File: config.mk
export PLATFORM = sky130hd
export DESIGN_NAME = timer_sequencer
export DESIGN_NICKNAME = d
export VERILOG_FILES = /design/src/rtl/timer_sequencer.sv
export SDC_FILE = /design/constraint.sdc
export NUM_CORES = 1
export LEC_CHECK = 0
export ABC_AREA = 1
export CORE_UTILIZATION = 58
export CTS_CLUSTER_SIZE = 14
export DETAILED_ROUTE_END_ITERATION = 8
export PLACE_DENSITY = 0.93
export SYNTH_ARGS = -nofsm -noshare
export SYNTH_HDL_FRONTEND = slang
export SYNTH_SLANG_ARGS = --single-unit
File: constraint.sdc
create_clock -name CLK -period 4.9 [get_ports CLK]
set_input_delay 0.98 -clock CLK [delete_from_list [all_inputs] [get_ports CLK]]
set_output_delay 0.98 -clock CLK [all_outputs]
set_load 0.05 [all_outputs]
File: src/rtl/timer_sequencer.sv
// Initiator-side sequencer for the fsm_timer START/RESET/READY handshake.
// Runs the timer for REPS back-to-back periods and guards the handshake with a watchdog.
`timescale 1ns/1ps
module timer_sequencer #(
  parameter int W       = 8,
  parameter int TIMEOUT = 1024
) (
  input  logic         CLK,
  input  logic         N_RESET,
  input  logic         GO,
  input  logic [W-1:0] REPS,
  input  logic         ABORT,
  input  logic         READY,
  output logic         START,
  output logic         RESET,
  output logic         BUSY,
  output logic         DONE,
  output logic         ERR,
  output logic [W-1:0] DONE_CNT
);

  localparam int WDW = $clog2(TIMEOUT + 1);

  typedef enum logic [2:0] {
    S_IDLE, S_ARM, S_WAIT, S_ACK, S_FINISH, S_ABORTING, S_FAULT
  } state_t;

  state_t         state_q, state_d;
  logic [W-1:0]   reps_q, reps_d;
  logic [W-1:0]   cnt_q, cnt_d;
  logic [WDW-1:0] wd_q, wd_d;
  logic           wdExpired;

  // The watchdog state lasts exactly TIMEOUT cycles before the fault transition.
  assign wdExpired = (wd_q == WDW'(TIMEOUT - 1));
  assign DONE_CNT  = cnt_q;

  always_comb begin
    state_d = state_q;
    reps_d  = reps_q;
    cnt_d   = cnt_q;
    case (state_q)
      S_IDLE: begin
        if (GO && (REPS != '0)) begin
          state_d = S_ARM;
          reps_d  = REPS;
          cnt_d   = '0;
        end
      end
      S_ARM: begin
        state_d = ABORT ? S_ABORTING : S_WAIT;
      end
      S_WAIT: begin
        if (ABORT)          state_d = S_ABORTING;
        else if (READY)     state_d = S_ACK;
        else if (wdExpired) state_d = S_FAULT;
      end
      S_ACK: begin
        if (ABORT) begin
          state_d = S_ABORTING;
        end else if (!READY) begin
          cnt_d   = cnt_q + W'(1);
          state_d = ((cnt_q + W'(1)) == reps_q) ? S_FINISH : S_ARM;
        end else if (wdExpired) begin
          state_d = S_FAULT;
        end
      end
      S_FINISH: begin
        state_d = S_IDLE;
      end
      S_ABORTING: begin
        if (!READY)         state_d = S_IDLE;
        else if (wdExpired) state_d = S_FAULT;
      end
      S_FAULT: begin
        if (ABORT) state_d = S_IDLE;
      end
      default: begin
        state_d = S_IDLE;
      end
    endcase
  end

  always_comb begin
    wd_d = '0;
    if ((state_d == state_q) &&
        (state_q inside {S_WAIT, S_ACK, S_ABORTING})) begin
      wd_d = wd_q + WDW'(1);
    end
  end

  // Outputs are registered from the next state so they line up with state_q.
  always_ff @(posedge CLK or negedge N_RESET) begin
    if (!N_RESET) begin
      state_q <= S_IDLE;
      reps_q  <= '0;
      cnt_q   <= '0;
      wd_q    <= '0;
      START   <= 1'b0;
      RESET   <= 1'b0;
      BUSY    <= 1'b0;
      DONE    <= 1'b0;
      ERR     <= 1'b0;
    end else begin
      state_q <= state_d;
      reps_q  <= reps_d;
      cnt_q   <= cnt_d;
      wd_q    <= wd_d;
      START   <= (state_d == S_ARM);
      RESET   <= (state_d inside {S_ACK, S_ABORTING, S_FAULT});
      BUSY    <= (state_d inside {S_ARM, S_WAIT, S_ACK, S_ABORTING});
      DONE    <= (state_d == S_FINISH);
      ERR     <= (state_d == S_FAULT);
    end
  end

endmodule

-- Yosys cells after proc, flatten, opt, wreduce, memory -nomap -nowiden
Index checks and enable logic that the tools add are counted.
- add/sub/neg operators: 2
- equality and inequality tests: 17
- muxes and demuxes: 16
- reduce and logical (&&, ||, !) cells: 10
- operators with widths (operator ; number):
    two-way mux 3 bit ; 10
    two-way mux 8 bit ; 3
    one-hot mux 3 bit (6 select lines) ; 1
    one-hot mux 8 bit (2 select lines) ; 1
    equality test 3 bit (second input constant) ; 5
    equality test 3 x 2 -> 1 bit (second input constant) ; 4
    adder 11 x 1 -> 11 bit (second input constant) ; 1
    equality test 11 x 10 -> 1 bit (second input constant) ; 1
    two-way mux 11 bit ; 1
    adder 8 x 1 -> 8 bit (second input constant) ; 1
    equality test 8 bit ; 1
    nonzero test 8 bit ; 1
    equality test 3 x 1 -> 1 bit (second input constant) ; 2
    != test 2 bit (second input constant) ; 3
    nonzero test 3 bit ; 2
    AND reduction 4 bit ; 1
    nonzero test 4 bit ; 1
    equality test 3 bit ; 1
    zero test 3 bit ; 1
    logical AND 1 bit ; 2
    AND reduction 2 bit ; 1
    nonzero test 2 bit ; 1
- register bits after elaboration: 35
- bits of input ports: 13
- output and inout bits: 13
- word-level logic and storage cells: 54

-- Longest topological paths before layout
Gate-level depths: netlist of run 1.
- depth after elaboration: 9
- gate-level depth with buffers: 19
- mapped depth without buffers: 18

-- Worst setup path before layout of run 1
Ideal clock, no wire load.
- kind: reg2reg
- start point: register cnt_q[1] (netlist: DONE_CNT[1])
- end point: register wd_q[2]
- setup time: 121 ps
- arrival: 2166 ps
- required time: 4779 ps
- path slack: 2613 ps
- cell stages (with the launch flop): 18
- cells stage by stage: dfrtp_1 -> ha_1 -> nand3_1 -> nor2_1 -> nand2_1 -> nand3_1 -> nand2_1 -> nor2_1 -> nand3_1 -> nand2_1 -> nand2_1 -> nand2_1 -> nand2_2 -> nand2_4 -> nand2_2 -> nand3_2 -> buf_6 -> nor2_2
- word-level cells in the longest chain between the ends: 9
- RTL lines (item ; RTL line ; source):
    start: declaration ; 30 ; logic [W-1:0] cnt_q, cnt_d;
    start signal: assignment ; 107 ; cnt_q <= cnt_d;
    adder 8 x 1 -> 8 bit ; 63 ; state_d = ((cnt_q + W'(1)) == reps_q) ? S_FINISH : S_ARM;
    equality test 8 bit ; 63 ;
    two-way mux 3 bit ; 63 ;
    two-way mux 3 bit ; 61 ; end else if (!READY) begin
    two-way mux 3 bit ; 59 ; if (ABORT) begin
    one-hot mux 3 bit (6 select lines) ; 42 ; case (state_q)
    via state_d[2] ; 28 ; state_t state_q, state_d;
    equality test 3 bit ; 86 ; if ((state_d == state_q) &&
    logical AND 1 bit ; 86 ;
    two-way mux 11 bit ; 86 ;
    via wd_d[2] ; 31 ; logic [WDW-1:0] wd_q, wd_d;
    end signal: assignment ; 108 ; wd_q <= wd_d;
    end: declaration ; 31 ;
The timed path passes the listed nets, and every way through them passes these cells.
A chain may end at the register's enable or synchronous reset.

-- Worst setup path after layout of run 1
- start point: input port REPS[1]
- end point: register wd_q[10]
- word-level cells in the longest chain between the ends: 7
- RTL lines (item ; RTL line ; source):
    start: declaration ; 11 ; input logic [W-1:0] REPS,
    nonzero test 8 bit ; 44 ; if (GO && (REPS != '0)) begin
    logical AND 1 bit ; 44 ;
    two-way mux 3 bit ; 44 ;
    one-hot mux 3 bit (6 select lines) ; 42 ;
    equality test 3 bit ; 86 ;
    logical AND 1 bit ; 86 ;
    two-way mux 11 bit ; 86 ;
    via wd_d[10] ; 31 ;
The timed path passes the listed nets, and every way through them passes these cells.

==> results.py, run 1 <==
metrics = {
    "floorplan": {
        "initial_utilization_pct": 62.6,
        "die_outline_area_um2": 3610,
        "die_width_um": 60.1,
        "pin_count": 26,
        "die_height_um": 60.1,
        "placement_rows": 20,
        "coreArea_um2": 3130,
    },
    "sta": {
        "finalCritPeriodShare_pct": 59.2,
        "clock_skew_ps": 18.2,
        "period_minus_slack_ps": 2900,
        "setup_viol_count_final": 0,
        "report.final.hold_viol_count": 0,
        "finalMaxSlewViolations": 0,
        "aggregate_negative_setup_slack_ps": 0,
        "finalWorstSetupSlack_ps": 2000,
        "max-slew-margin-rel_pct": 44.5,
        "max_freq_mhz": 345,
        "rsz_0062_raised_after_global_routing": "no",
        "max_slew.worst_pin.slew_ps": 833,
    },
    "setup_path": {
        "critical_path.max_fanout": 14,
        "criticalPathCategory": "input pin to flip-flop",
        "critical_path.max_stage_delay_ps": 430,
        "critical-path-top-cell-by-count": "sky130_fd_sc_hd__nor2_1",
        "endpoint_kind": "flip-flop",
        "arrival_ps": 3170,
        "worst-endpoint-required_ps": 5170,
        "critPathLaunchType": "input pin",
        "crit_path_top_delay_cell": "sky130_fd_sc_hd__clkdlybuf4s50_1",
        "timing.critical_path.cells": "clkdlybuf4s50_1 > nor4_1 > a21oi_1 > nor2_1 > a21boi_0 > nand3_2 > nor2_1",
        "crit-reg2reg-launch": "DONE_CNT[0]$_DFFE_PN0P_",
        "worst_setup_path_startpoint": "REPS[1]",
    },
    "detailed_routing": {
        "detail_route.drc_violations": 0,
        "drt_iter0_drc": 94,
        "detail-route-antenna-nets": 0,
        "routed_wire_length_per_instance_um": 12.1,
        "num_vias": 1690,
        "drt-total-wl_um": 3900,
        "number_of_vias_per_cell": 5.23,
        "drt_pre_antenna_iters": 4,
    },
    "finish": {
        "final_core_utilization_pct": 73.4,
        "number_of_nets_at_the_end_of_the_flow": 293,
        "antennaDiodeCount": 0,
        "layout-drive-gt1-share_pct": 11.5,
        "area_growth_syn_to_layout_pct": 17.4,
        "layout.cells.most_common": "sky130_fd_sc_hd__nand2_1",
        "layout.cells.most_common_list": "sky130_fd_sc_hd__nand2_1, sky130_fd_sc_hd__dfrtp_1, sky130_fd_sc_hd__inv_1",
    },
    "clock_tree": {
        "max-clock-path-buffers": 2,
        "post_cts_hold_buffer_count": 0,
        "cts_made_buffers": 5,
        "clock_insertion_delay_worst_skew_ps": 350,
        "cts.repair_timing.setup_buffer_count": 0,
        "worst_setup_hold_path_clk_slew_ps": 110,
        "number_of_levels_the_h_tree_was_split_into": 2,
        "tritoncts_num_sinks": 35,
        "tritoncts_clock_tree": "done",
        "ctsResizeCount": 0,
        "ctsRootBufferMaster": "sky130_fd_sc_hd__clkbuf_4",
    },
    "place": {
        "gp_congestion": 0.818,
        "worst_slack_at_placement_ps": 1630,
        "port_buffers": 25,
        "place_hpwl_um": 2990,
    },
    "power": {
        "total_leakage_power_uw": 0.00102,
        "ir_drop_mv": 0.389,
        "report.power.total_uw": 968,
        "cellPowerDensity_nw_per_um2": 421,
    },
    "job": {
        "drv_cap": 0,
    },
    "global_route": {
        "grt_max_degree": 36,
        "global_route.overflow_total": 0,
        "grt_pass1_wl_um": 6740,
        "gr-usage-met3_pct": 6.49,
        "grtUsageMet1_pct": 28.2,
        "total_grt_usage_pct": 26.1,
        "antenna_violations_before_repair": 0,
        "grt_pass1_vias": 1681,
        "grtUsageMet2_pct": 47.9,
        "global_route.peak_usage_layer": "met2",
    },
    "synthesis": {
        "yosysTopAreaCellShare_pct": 44.8,
        "synth_largest_area_cell": "sky130_fd_sc_hd__dfrtp_1",
        "syn_inst": 248,
        "synthesis.area_per_instance_um2": 7.89,
        "synth_area_leaders": "sky130_fd_sc_hd__dfrtp_1, sky130_fd_sc_hd__nand2_1, sky130_fd_sc_hd__inv_1",
        "yosysSeqAreaShare_pct": 44.8,
        "syn-num-nets": 263,
        "synthesis.yosys.warnings": 0,
        "ys_ff_latch": 35,
        "post_synth_num_cell_types": 32,
        "mappedNetlistArea_um2": 1960,
    },
    "run_status": {
        "run_status": "complete, no violations",
    },
    "worst_hold_path": {
        "hp-start": "reps_q[1]$_DFFE_PN0P_",
        "hold_path_class": "flip-flop to flip-flop",
    },
}
## synth_stat cells, drive strengths merged
master / count
nand2: 70
dfrtp: 35
inv: 35
nor2: 30
nand3: 24
o21ai: 9
nand4: 6
o22ai: 6
xor2: 6
xnor2: 5
nor3: 4
nand3b: 3
a21oi: 2
buf: 2
ha: 2
nor4: 2
a211oi: 1
a21boi: 1
and3: 1
clkbuf: 1
nor3b: 1
o211ai: 1
o21a: 1
## final cells by class
type,instances,area (um2)
timing repair buffer,26,258
tap,44,55.1
multi-input combinational,175,927
fill,244,831
inverter,35,131
clock buffer,7,45.0
sequential,35,876
clock inverter,1,5.00
## worst paths after layout
check | to | slack [ps] | depth (start not counted)
setup / recovery | wd_q[10]$_DFF_PN0_ | 2000 | 7
hold / removal | reps_q[1]$_DFFE_PN0P_ | 510 | 2
setup reg to reg | wd_q[10]$_DFF_PN0_ | 2420 | 17
hold reg to reg | reps_q[1]$_DFFE_PN0P_ | 510 | 2
max in group asynchronous | wd_q[1]$_DFF_PN0_ | 3550 | 2
min in group asynchronous | DONE_CNT[6]$_DFFE_PN0P_ | 1020 | 2
## cells by family after synthesis
kind of cell	Yosys count	share of synthesized area (%)
simple gates	141	34.7
flops	35	44.8
buf+inv	38	7.86
compound gates	21	6.46
xor+xnor	11	4.92
fa+ha+maj	2	1.28
## metal layers
metal  routed length, um  vias up
met5                   0        -
met4                  93        0
met3                 186       10
met2                2020       47
met1                1600      778
li1                    -      855
## per-stage QoR
step | cells | instance area (um2) | hold slack [ps]
after floorplan | 248 | 1960 | 455
after global placement | 315 | 2250 | 472
after detailed placement | 315 | 2250 | 487
after CTS | 323 | 2300 | 513
after global routing | 323 | 2300 | 544
final | 323 | 2300 | 509
## critical path, delay by kind of cell
kind / cells / cell delay, ps
simple gates: 4 / 1150
compound gates: 2 / 600
buf+inv: 1 / 430
## state kept, by name, indices dropped and copies added (netlist names)
signal and count:
BUSY 1, DONE 1, DONE_CNT 8, ERR 1
RESET 1, START 1, reps_q 8, state_q 3
wd_q 11
## power breakdown
| group | total [uW] | internal [uW] | switching (uW) | leakage (uW) |
|---|---|---|---|---|
| clock | 153 | 55.9 | 96.7 | 0.0000293 |
| combinational | 410 | 141 | 269 | 0.000527 |
| sequential | 406 | 353 | 52.9 | 0.000468 |
| total | 968 | 549 | 419 | 0.00102 |
Note: power is estimated with default switching activity, not from simulation.
==> inputs of run 2 (changes only) <==
- CORE_UTILIZATION: 58 -> 54
- PLACE_DENSITY: 0.93 -> 0.88
- clock period: 4.9 -> 2.8 ns (I/O delays scaled with it)
==> results.py, run 2 (synthesized netlist as in run 1, its figures left out) <==
metrics = {
    "setup_path": {
        "crit_path_top_delay_cell": "sky130_fd_sc_hd__dfrtp_1",
        "timing.critical_path.cells": "ha_1 > nand2_1 > nor3_2 > inv_1 > nor3_1 > nand2_1 > nand3_2 > inv_1 > nand2_1 > a21boi_0 > nand3_2 > nor2_2",
        "crit-reg2reg-launch": "wd_q[0]$_DFF_PN0_",
        "slack_of_the_worst_reg_to_reg_path_ps": 500,
        "critical_path.max_stage_delay_ps": 430,
        "worst_flop_to_flop_path_endpoint": "wd_q[0]$_DFF_PN0_",
        "criticalPathCategory": "flip-flop to flip-flop",
        "r2r_cells": 12,
        "endpoint_kind": "flip-flop",
        "critical-path-top-cell-by-count": "sky130_fd_sc_hd__nand2_1",
        "critPathLaunchType": "flip-flop",
        "timing.critical_path.buf_inv": 2,
        "arrival_ps": 2530,
        "worst-endpoint-required_ps": 3020,
        "critical_path.max_fanout": 11,
        "worst_path_dominant_cell_family": "simple AND/OR/NAND/NOR gates",
    },
    "clock_tree": {
        "number_of_levels_the_h_tree_was_split_into": 2,
        "post_cts_hold_buffer_count": 0,
        "ctsRootBufferMaster": "sky130_fd_sc_hd__clkbuf_4",
        "worst_setup_hold_path_clk_slew_ps": 110,
        "max-clock-path-buffers": 2,
        "tritoncts_num_sinks": 35,
        "cts.repair_timing.setup_buffer_count": 0,
        "ctsResizeCount": 0,
        "tritoncts_clock_tree": "done",
        "cts_made_buffers": 5,
        "clock_insertion_delay_worst_skew_ps": 350,
    },
    "worst_hold_path": {
        "min_delay_worst_endpoint": "reps_q[1]$_DFFE_PN0P_",
        "whs_path_depth": 2,
        "hold_path_class": "flip-flop to flip-flop",
        "hp-start": "reps_q[1]$_DFFE_PN0P_",
    },
    "global_route": {
        "grt_pass1_wl_um": 7220,
        "antenna_violations_before_repair": 0,
        "total_grt_usage_pct": 24.6,
        "grt_max_degree": 36,
        "grt_pass1_vias": 1663,
        "global_route.overflow_total": 0,
    },
    "floorplan": {
        "die_outline_area_um2": 3870,
        "pin_count": 26,
        "placement_rows": 21,
        "coreArea_um2": 3420,
        "die_width_um": 62.2,
        "die_height_um": 62.2,
        "initial_utilization_pct": 57.3,
    },
    "power": {
        "ir_drop_mv": 0.545,
        "total_leakage_power_uw": 0.00106,
        "report.power.total_uw": 1830,
        "cellPowerDensity_nw_per_um2": 776,
    },
    "sta": {
        "finalMaxSlewViolations": 0,
        "finalWorstSetupSlack_ps": 496,
        "aggregate_negative_setup_slack_ps": 0,
        "rsz_0062_raised_after_global_routing": "no",
        "finalCritPeriodShare_pct": 82.3,
        "report.final.hold_viol_count": 0,
        "max_freq_mhz": 434,
        "setup_viol_count_final": 0,
        "max_slew.worst_pin.slew_ps": 501,
        "clock_skew_ps": 11.4,
        "max-slew-margin-rel_pct": 66.5,
        "period_minus_slack_ps": 2300,
    },
    "finish": {
        "number_of_nets_at_the_end_of_the_flow": 296,
        "antennaDiodeCount": 0,
        "largest_register": "wd_q",
        "layout.cells.most_common": "sky130_fd_sc_hd__nand2_1",
        "number_of_fill_cells": 277,
        "layout-drive-gt1-share_pct": 13.1,
        "layout.cells.most_common_list": "sky130_fd_sc_hd__nand2_1, sky130_fd_sc_hd__dfrtp_1, sky130_fd_sc_hd__inv_1",
        "largest_register_ffs": 11,
        "area_growth_syn_to_layout_pct": 20.5,
    },
    "run_status": {
        "run_status": "complete, no violations",
    },
    "detailed_routing": {
        "num_vias": 1673,
        "detail_route.drc_violations": 0,
        "routed_wire_length_per_instance_um": 12.4,
        "drt-total-wl_um": 4060,
        "drt_iter0_drc": 185,
        "number_of_vias_per_cell": 5.10,
        "detail-route-antenna-nets": 0,
        "drt_pre_antenna_iters": 4,
    },
    "place": {
        "place_hpwl_um": 3050,
        "port_buffers": 25,
        "gp_congestion": 0.892,
        "worst_slack_at_placement_ps": 187,
    },
    "job": {
        "drv_cap": 0,
    },
}
-- run 2: changes by cell type in the layout (fill, tap and decap cells not counted), sizes merged --
cell | previous run | this run
buf | 1 | 4
bufinv | 0 | 1
clkbuf | 7 | 6
-- run 2: cell type report --
cell class              count  area (um2)  share of cell area [%]
clock inverters             2        35.0                    1.49
repair buffers             29         280                    11.9
flip-flops and latches     35         876                    37.1
multi-input cells         175         927                    39.3
well taps                  46        57.6                    2.44
inverters                  35         131                    5.57
clock buffers               6        51.3                    2.18
-- run 2: through the flow --
stage          area [um2]  cells  util (%)  hold WS [ps]
6_report             2360    328      69.0           512
5_1_grt              2360    328      69.0           544
4_1_cts              2360    328      69.0           520
3_5_place_dp         2270    320      66.5           494
3_3_place_gp         2270    320      66.5           472
2_1_floorplan        1960    248         -           264
-- run 2: worst max-delay path by stage --
stage / startpoint / endpoint / slack, ps / cells past startpoint
after floorplan: DONE_CNT[1]$_DFFE_PN0P_ / wd_q[6]$_DFF_PN0_ / 510 / 17
after global placement: ABORT / wd_q[10]$_DFF_PN0_ / 380 / 11
after detailed placement: ABORT / wd_q[5]$_DFF_PN0_ / 190 / 11
after CTS: wd_q[0]$_DFF_PN0_ / wd_q[10]$_DFF_PN0_ / 490 / 12
after global routing: wd_q[0]$_DFF_PN0_ / wd_q[10]$_DFF_PN0_ / 240 / 12
final: wd_q[0]$_DFF_PN0_ / wd_q[0]$_DFF_PN0_ / 500 / 12
-- run 2: power breakdown --
part           switching (uW)  internal [uW]
registers                79.4            618
logic                     497            260
clock network             167            211
-- run 2: per-layer routing --
metal  wire (um)  track usage, %  up-vias
li1            -               -      860
met1        1740            28.0      788
met2        2130            42.9       20
met3         119            6.25        5
met4          62            11.9        0
met5           0               0        -
-- run 2: worst register-to-register path, delay by kind of cell, from the launching register on --
kind | cells | cell delay, ps
buffers and inverters | 2 | 170
and+or+nand+nor | 8 | 1260
adders and majority gates | 1 | 210
AOI/OAI and AO/OA | 1 | 120
DFF | 1 | 430
